===== src/rtl/mult_ctrl_if.sv =====
// mult_ctrl_if
// Handshake and data bundle between the decode stage and the multiplier
// controller.
//
// Signals:
//   start  - request a multiply of Rs by Rt
//   flush  - synchronous abort of an in-flight multiply
//   Rs     - 16-bit multiplicand
//   Rt     - 16-bit multiplier
//   busy   - high while the multiplier is iterating (stall request)
//   done   - one-cycle pulse, res/ovf valid
//   res    - low 16 bits of the unsigned product
//   ovf    - any of product bits [31:16] set
//
// Modports:
//   master - requester side (drives start/flush/operands)
//   slave  - multiplier side (mult_ctrl)
interface mult_ctrl_if;
    logic        start;
    logic        flush;
    logic [15:0] Rs;
    logic [15:0] Rt;
    logic        busy;
    logic        done;
    logic [15:0] res;
    logic        ovf;

    modport master (
        output start, flush, Rs, Rt,
        input  busy, done, res, ovf
    );

    modport slave (
        input  start, flush, Rs, Rt,
        output busy, done, res, ovf
    );
endinterface


===== src/rtl/mult_ctrl.sv =====
// mult_ctrl
// Sequential shift-and-add 16x16 unsigned multiplier controller with an
// IDLE/RUN/DONE state machine. One multiplier bit is consumed per RUN cycle.
// The result registers only move when a multiply completes, so res/ovf
// hold the last completed product through any later RUN, flush or ignored
// start.
//
// Ports:
//   clk - single clock, rising edge
//   rst - asynchronous active-high reset
//   mul - mult_ctrl_if.slave (start, flush, Rs, Rt in; busy, done, res, ovf out)
//
// Configuration:
//   MULT_EARLY_EXIT_EN - when defined, RUN ends as soon as the remaining
//   multiplier bits are all zero (Rt==0 skips RUN entirely). Results are
//   identical to the default build; only latency changes.
module mult_ctrl (
    input  logic       clk,
    input  logic       rst,
    mult_ctrl_if.slave mul
);

    typedef enum logic [1:0] {
        IDLE = 2'd0,
        RUN  = 2'd1,
        DONE = 2'd2
    } state_t;

    state_t      state;
    state_t      state_next;

    logic [31:0] mcand;
    logic [31:0] acc;
    logic [15:0] mplier;
    logic [3:0]  count;
    logic [15:0] res_q;
    logic        ovf_q;

    logic        load;
    logic        step;
    logic        capture;
    logic [31:0] acc_sum;
    logic [15:0] mplier_shift;
    logic        last_step;
    logic [15:0] res_next;
    logic        ovf_next;

    // Partial-product accumulate for the current multiplier LSB; the sum
    // wraps at 32 bits, which cannot happen for 16x16 operands anyway.
    assign acc_sum      = acc + (mplier[0] ? mcand : 32'h0000_0000);
    assign mplier_shift = {1'b0, mplier[15:1]};

`ifdef MULT_EARLY_EXIT_EN
    // Stop once no set multiplier bits remain after this cycle's shift.
    assign last_step = (count == 4'd15) || (mplier_shift == 16'h0000);
`else
    assign last_step = (count == 4'd15);
`endif

    assign mul.busy = (state == RUN);
    assign mul.done = (state == DONE);
    assign mul.res  = res_q;
    assign mul.ovf  = ovf_q;

    // Next-state and datapath control. A start is only honoured outside
    // RUN; flush overrides everything, including a start in the same cycle
    // and a completion that would otherwise capture a result.
    always_comb begin
        state_next = state;
        load       = 1'b0;
        step       = 1'b0;
        capture    = 1'b0;
        res_next   = acc_sum[15:0];
        ovf_next   = |acc_sum[31:16];

        case (state)
            IDLE, DONE: begin
                state_next = IDLE;
                if (mul.start) begin
                    load       = 1'b1;
                    state_next = RUN;
`ifdef MULT_EARLY_EXIT_EN
                    // Zero multiplier: product is known, skip RUN.
                    if (mul.Rt == 16'h0000) begin
                        state_next = DONE;
                        capture    = 1'b1;
                        res_next   = 16'h0000;
                        ovf_next   = 1'b0;
                    end
`endif
                end
            end
            RUN: begin
                step = 1'b1;
                if (last_step) begin
                    state_next = DONE;
                    capture    = 1'b1;
                end
            end
            default: begin
                state_next = IDLE;
            end
        endcase

        if (mul.flush) begin
            state_next = IDLE;
            load       = 1'b0;
            step       = 1'b0;
            capture    = 1'b0;
        end
    end

    // State register.
    always_ff @(posedge clk or posedge rst) begin
        if (rst) begin
            state <= IDLE;
        end else begin
            state <= state_next;
        end
    end

    // Shift-and-add datapath: load operands on an accepted start, then one
    // multiplier bit per RUN cycle.
    always_ff @(posedge clk or posedge rst) begin
        if (rst) begin
            mcand  <= 32'h0000_0000;
            mplier <= 16'h0000;
            acc    <= 32'h0000_0000;
            count  <= 4'd0;
        end else if (load) begin
            mcand  <= {16'h0000, mul.Rs};
            mplier <= mul.Rt;
            acc    <= 32'h0000_0000;
            count  <= 4'd0;
        end else if (step) begin
            acc    <= acc_sum;
            mcand  <= {mcand[30:0], 1'b0};
            mplier <= mplier_shift;
            count  <= count + 4'd1;
        end
    end

    // Result registers: written only when a multiply completes, using the
    // sum produced in that final RUN cycle.
    always_ff @(posedge clk or posedge rst) begin
        if (rst) begin
            res_q <= 16'h0000;
            ovf_q <= 1'b0;
        end else if (capture) begin
            res_q <= res_next;
            ovf_q <= ovf_next;
        end
    end

endmodule


===== src/flat_wrapper.sv =====
// flat-port wrapper written by rule: the top's interface ports become plain ports
module mult_ctrl_flat 
  (clk, rst, mul_start, mul_flush, mul_Rs, mul_Rt, mul_busy, mul_done, mul_res, mul_ovf);
  mult_ctrl_if mul_i ();
  input  logic clk;
  input  logic rst;
  input wire logic [$bits(mul_i.start)-1:0] mul_start;
  input wire logic [$bits(mul_i.flush)-1:0] mul_flush;
  input wire logic [$bits(mul_i.Rs)-1:0] mul_Rs;
  input wire logic [$bits(mul_i.Rt)-1:0] mul_Rt;
  output wire logic [$bits(mul_i.busy)-1:0] mul_busy;
  output wire logic [$bits(mul_i.done)-1:0] mul_done;
  output wire logic [$bits(mul_i.res)-1:0] mul_res;
  output wire logic [$bits(mul_i.ovf)-1:0] mul_ovf;
  assign mul_i.start = mul_start;
  assign mul_i.flush = mul_flush;
  assign mul_i.Rs = mul_Rs;
  assign mul_i.Rt = mul_Rt;
  assign mul_busy = mul_i.busy;
  assign mul_done = mul_i.done;
  assign mul_res = mul_i.res;
  assign mul_ovf = mul_i.ovf;
  mult_ctrl u_core (.clk(clk), .rst(rst), .mul(mul_i));
endmodule

===== config.mk =====
export PLATFORM = sky130hd
export DESIGN_NAME = mult_ctrl_flat
export DESIGN_NICKNAME = d
export VERILOG_FILES = /design/src/rtl/mult_ctrl_if.sv /design/src/rtl/mult_ctrl.sv /design/src/flat_wrapper.sv
export SDC_FILE = /design/constraint.sdc
export NUM_CORES = 1
export LEC_CHECK = 0
export BUFFER_PORTS_ARGS = -buffer_cell sky130_fd_sc_hd__buf_2
export CAP_MARGIN = 10
export CORE_ASPECT_RATIO = 0.75
export CORE_MARGIN = 2
export CORE_UTILIZATION = 57
export CTS_CLUSTER_SIZE = 30
export DETAILED_ROUTE_END_ITERATION = 10
export PLACE_DENSITY = 0.8
export SYNTH_ARGS = -nofsm -noshare
export SYNTH_HDL_FRONTEND = slang
export SYNTH_SLANG_ARGS = --single-unit
export TNS_END_PERCENT = 5

===== constraint.sdc =====
create_clock -name clk -period 8.8 [get_ports clk]
set_clock_uncertainty 0.1 [all_clocks]
set_input_delay 0 -clock clk [delete_from_list [all_inputs] [get_ports clk]]
set_output_delay 0 -clock clk [all_outputs]
set_load 0.01 [all_outputs]

== Word level (Yosys, flattened, before mapping) ==
Cells that the tools add are included.

* Equality and inequality tests: 4
* $add $sub $neg: 2
* Reduce and logical (&&, ||, !) cells: 4
* Mux-type cells: 21

{| class="wikitable"
|+ Operators by type and width
! operator !! count
|-
| $mux W32 || 5
|-
| $add A32 B32 Y32 || 1
|-
| $mux W16 || 2
|-
| $reduce_or A16 Y1 || 1
|-
| $mux W1 || 9
|-
| $mux W4 || 2
|-
| $add A4 B1 Y4 const B || 1
|-
| $eq A4 B4 Y1 const B || 1
|-
| $mux W2 || 2
|-
| $pmux W2 S2 || 1
|-
| $ne A3 B2 Y1 const B || 1
|-
| $eq A2 B1 Y1 const B || 1
|-
| $eq A2 B2 Y1 const B || 1
|-
| $logic_not A2 Y1 || 1
|-
| $reduce_bool A2 Y1 || 1
|-
| $reduce_or A2 Y1 || 1
|}

* Register bits after elaboration: 103

== Longest topological paths before layout ==
* Depth in word-level cells: 5
* Depth in mapped cells: 13
* Gate-level depth less buffers: 12

== Least setup slack after synthesis ==
No wires, ideal clock.

* Path type: reg-to-reg
* From: register u_core.mplier[0]
* To: register u_core.ovf_q, in the netlist u_core.mul.ovf
* Path buffers: 1
* Cell stages (with the launch flop): 14
* Setup time: 0.130 ns
* Slack: 5.725 ns
* Arrival: 2.845 ns
* Path through: dfrtp_1 > clkbuf_1 > and2_1 > ha_1 > fa_1 > a211oi_1 > o211ai_1 > nand3_1 > nand4_1 > a31oi_1 > o21ai_0 > xor2_1 > a2111oi_2 > a21oi_1

* Cells in the longest elaborated chain, start to end: 3

{| class="wikitable"
|+ Ends and longest elaborated chain
! what !! line !! RTL
|-
| start: declaration || mult_ctrl.sv:34 || <nowiki>logic [15:0] mplier;</nowiki>
|-
| start signal: assignment || mult_ctrl.sv:132 || <nowiki>mplier <= mul.Rt;</nowiki>
|-
| start signal: assignment || mult_ctrl.sv:138 || <nowiki>mplier <= mplier_shift;</nowiki>
|-
| $mux W32 || mult_ctrl.sv:50 || <nowiki>assign acc_sum = acc + (mplier[0] ? mcand : 32'h0000_0000);</nowiki>
|-
| $add A32 B32 Y32 || mult_ctrl.sv:50 ||
|-
| $reduce_or A16 Y1 || mult_ctrl.sv:74 || <nowiki>ovf_next = |acc_sum[31:16];</nowiki>
|-
| end signal: assignment || mult_ctrl.sv:151 || <nowiki>ovf_q <= ovf_next;</nowiki>
|-
| end: declaration || mult_ctrl.sv:37 || <nowiki>logic ovf_q;</nowiki>
|}

No other way between the ends.
A chain may end at the register's enable or synchronous reset.

== Worst setup path after layout ==
Same ends and word-level chain as after synthesis.

==> results_dict.tcl <==
set metrics [dict create \
    via_count 5197 \
    n_fill_cell 802 \
    cts_buffer_depth 2 \
    end_kind "register" \
    gr-usage-all-layers_pct 28.43 \
    synth_area_per_cell_um2 9.255 \
    cts_buffers 9 \
    leakage_nw 3.460 \
    ys.flop_type "dfrtp_1" \
    cp_cell_sequence "and2_1, ha_1, a21oi_1, o21ai_1, a211o_1, a21boi_1, a21oi_1, or3_1, a211oi_1, and4_1, a21oi_1" \
    power_density_mw_per_mm2 186.3 \
    fp.dieH_um 93.11 \
    slowest_stage "dfrtp_1" \
    die_w_um 122.8 \
    maxSlewHeadroom_pct 47.04 \
    ctsResizeCount 0 \
    clk_pin_slew_worst_paths_ns 0.07 \
    critical_path_peak_fanout 33 \
    coreArea_mm2 0.01029 \
    hold_viol 0 \
    regToRegSetupSlack_ns 4.99 \
    start_util_pct 58.65 \
    grt_pass1_vias 4988 \
    seq_area_frac_synth_pct 42.71 \
    avgViaCountPerCell 6.071 \
    cp_common_cell "a21oi_1" \
    ys_seq_elements 103 \
    post-dp-hpwl_um 10490 \
    antenna_found_initial 0 \
    arrival_ns 3.93 \
    crit_family "compound AO/OA/AOI/OAI gates" \
    ys_async_sr_fraction_pct 100.0 \
    synthCells 652 \
    diodes 0 \
    tightest_slew_ns 0.7944 \
    use_met1_pct 43.02 \
    met3_usage_pct 5.915 \
    drc_errors 0 \
    port_buffers 54 \
    clk_latency_ns 0.35 \
    crit_required_ns 8.92 \
    setup.worst_path.class "reg -> reg" \
    postCtsSetupRepairBufs 0 \
    syn_area_mm2 0.006035 \
    grt_max_degree 72 \
    cts_sinks 103 \
    r2r_start "u_core.mplier[0]$_DFFE_PP0P_" \
    postCtsHoldBufs 33 \
    hold_path_class "in -> async" \
    setup_viol 0 \
    synth_nets 721 \
    tns_ns 0 \
    met2_usage_pct 41.16 \
    yosys_warnings 0 \
    place_congestion 0.9736 \
    synth_edf_count 0 \
    rows 32 \
    crit_buf_inv 0 \
    startpoint_type "register" \
    htree_num_levels 3 \
    area_growth_pct 15.88 \
    final.period_utilization_pct 43.30 \
    ioPinCount 55 \
    multiInputGateArea_mm2 0.003282 \
    top_usage_layer "met1" \
    grt_setup_unrepaired "false" \
    cts_tree "done" \
    period_minus_slack_ns 3.810 \
    wl_um 15280 \
    r2r-end "u_core.mul.ovf$_DFFE_PP0P_" \
    drive_gt1_share_pct 15.00 \
    slew_viol_final 0 \
    wire_per_inst_um 17.85 \
    slowest_delay_ns 0.86 \
    final_cell_mix "nand2_1, dfrtp_1, buf_2, a21oi_1, dlygate4sd3_1" \
    first_pass_iters 5 \
    grt-ovfl-total 0 \
    ff2ff_path_depth 11 \
    ant_nets 0 \
    maxCapViolCount 0 \
    drt_iter0_markers 492 \
    grt_pass1_wl_um 25390 \
    nNetsFinal 785 \
    final_core_util_pct 67.96 \
    status "complete, no violations" \
    vdd_drop_max_v 0.0001272 \
    register_area_mm2 0.002577 \
    synth.distinct_cells 58 \
    mostFrequentLayoutCell "nand2_1" \
    die_area_mm2 0.01143 \
    cts_root_buffer "clkbuf_16" \
    fmax_mhz 262.4 \
]
## where the power goes
group / switching [mW] / total (mW) / internal, mW
clock network: 0.190 / 0.385 / 0.195
registers: 0.0633 / 0.602 / 0.539
logic: 0.187 / 0.315 / 0.128
## flip-flops by register name, summed over array words and instances, names as in the netlist
register and cells:
u_core.mcand 32, u_core.mul.ovf 1, u_core.acc 32, u_core.mplier 16, u_core.mul.res 16, u_core.count 4
u_core.state 2
## worst max-delay path by stage
stage | startpoint | to | slack, ns | cells after the start
after global routing | u_core.mplier[0]$_DFFE_PP0P_ | u_core.mul.ovf$_DFFE_PP0P_ | 4.70 | 12
after floorplan | u_core.mplier[0]$_DFFE_PP0P_ | u_core.mul.ovf$_DFFE_PP0P_ | 5.72 | 13
after global placement | u_core.mplier[0]$_DFFE_PP0P_ | u_core.mul.ovf$_DFFE_PP0P_ | 5.10 | 11
final | u_core.mplier[0]$_DFFE_PP0P_ | u_core.mul.ovf$_DFFE_PP0P_ | 4.99 | 11
after detailed placement | u_core.mplier[0]$_DFFE_PP0P_ | u_core.mul.ovf$_DFFE_PP0P_ | 5.07 | 11
after CTS | u_core.mplier[0]$_DFFE_PP0P_ | u_core.mul.ovf$_DFFE_PP0P_ | 5.07 | 12
## kinds of logic after synthesis
logic type	after synthesis	share of synthesized area, %
AO/OA/AOI/OAI	187	21.46
XOR/XNOR	26	3.774
adder cells (fa/ha/maj)	33	6.967
buffers and inverters	50	3.276
flip-flops	103	42.71
multiplexers	23	4.126
AND/OR/NAND/NOR	230	17.69
## worst register-to-register path, delay by kind of cell (launching register included)
family,cells,cell delay [ns]
flip-flops,1,0.86
AO/OA/AOI/OAI,7,1.58
adder cells (fa/ha/maj),1,0.29
AND/OR/NAND/NOR,3,0.86
## metal layers
| metal | routed length, um | up-vias |
|---|---|---|
| met3 | 1069 | 20 |
| met1 | 7328 | 2521 |
| met2 | 6657 | 188 |
| met5 | 0 | - |
| li1 | - | 2468 |
| met4 | 226 | 0 |
## cell usage after synthesis (2+ instances only)
library cell,number,share of area (%)
xor2_1,8,1.2
o21ai_2,2,0.29
a41oi_1,3,0.44
dfrtp_1,103,43
nand2_1,121,7.5
and3_1,3,0.31
a21o_1,11,1.4
o21bai_1,3,0.37
nor2b_1,3,0.31
a21oi_1,52,4.3
xnor2_1,18,2.6
nor4_1,3,0.31
o211ai_1,7,0.87
inv_1,10,0.62
a22o_1,28,4.1
nand3_1,13,1.1
nand4_1,8,0.83
clkbuf_1,33,2.1
nor3_1,12,1.0
a22oi_1,23,2.9
mux2_2,15,2.8
nand4b_1,2,0.29
nand2b_1,2,0.21
nor2_1,22,1.4
a31oi_1,4,0.41
a211oi_1,5,0.62
mux2i_1,8,1.3
buf_2,5,0.41
or3_1,4,0.41
and2_1,32,3.3
o21ai_1,4,0.33
o21ai_0,22,1.8
a32o_1,3,0.50
a21oi_2,5,0.73
ha_1,32,6.6
## through the flow
| stage | std cells | total power, mW | hold slack, ns | instance area (um2) | worst slack, ns |
|---|---|---|---|---|---|
| 3_3_place_gp | 808 | 0.8901 | 0.03609 | 6385 | 5.102 |
| 2_1_floorplan | 652 | 0.8168 | 0.01684 | 6035 | 5.725 |
| 6_report | 856 | 1.303 | 0.1913 | 6993 | 4.990 |
| 4_1_cts | 856 | 1.302 | 0.2206 | 6993 | 5.071 |
| 3_5_place_dp | 808 | 0.9031 | 0.05484 | 6385 | 5.074 |
| 5_1_grt | 856 | 1.367 | 0.2510 | 6993 | 4.699 |
## area by class of cell
class | count | share of cell area (%)
clock buffer | 9 | 3.221
multi-input combinational | 499 | 46.93
timing repair buffer | 93 | 9.232
sequential | 103 | 36.86
inverter | 10 | 0.5726
tap | 136 | 2.433
clock inverter | 6 | 0.7515
Note: power is estimated with default switching activity, not from simulation.
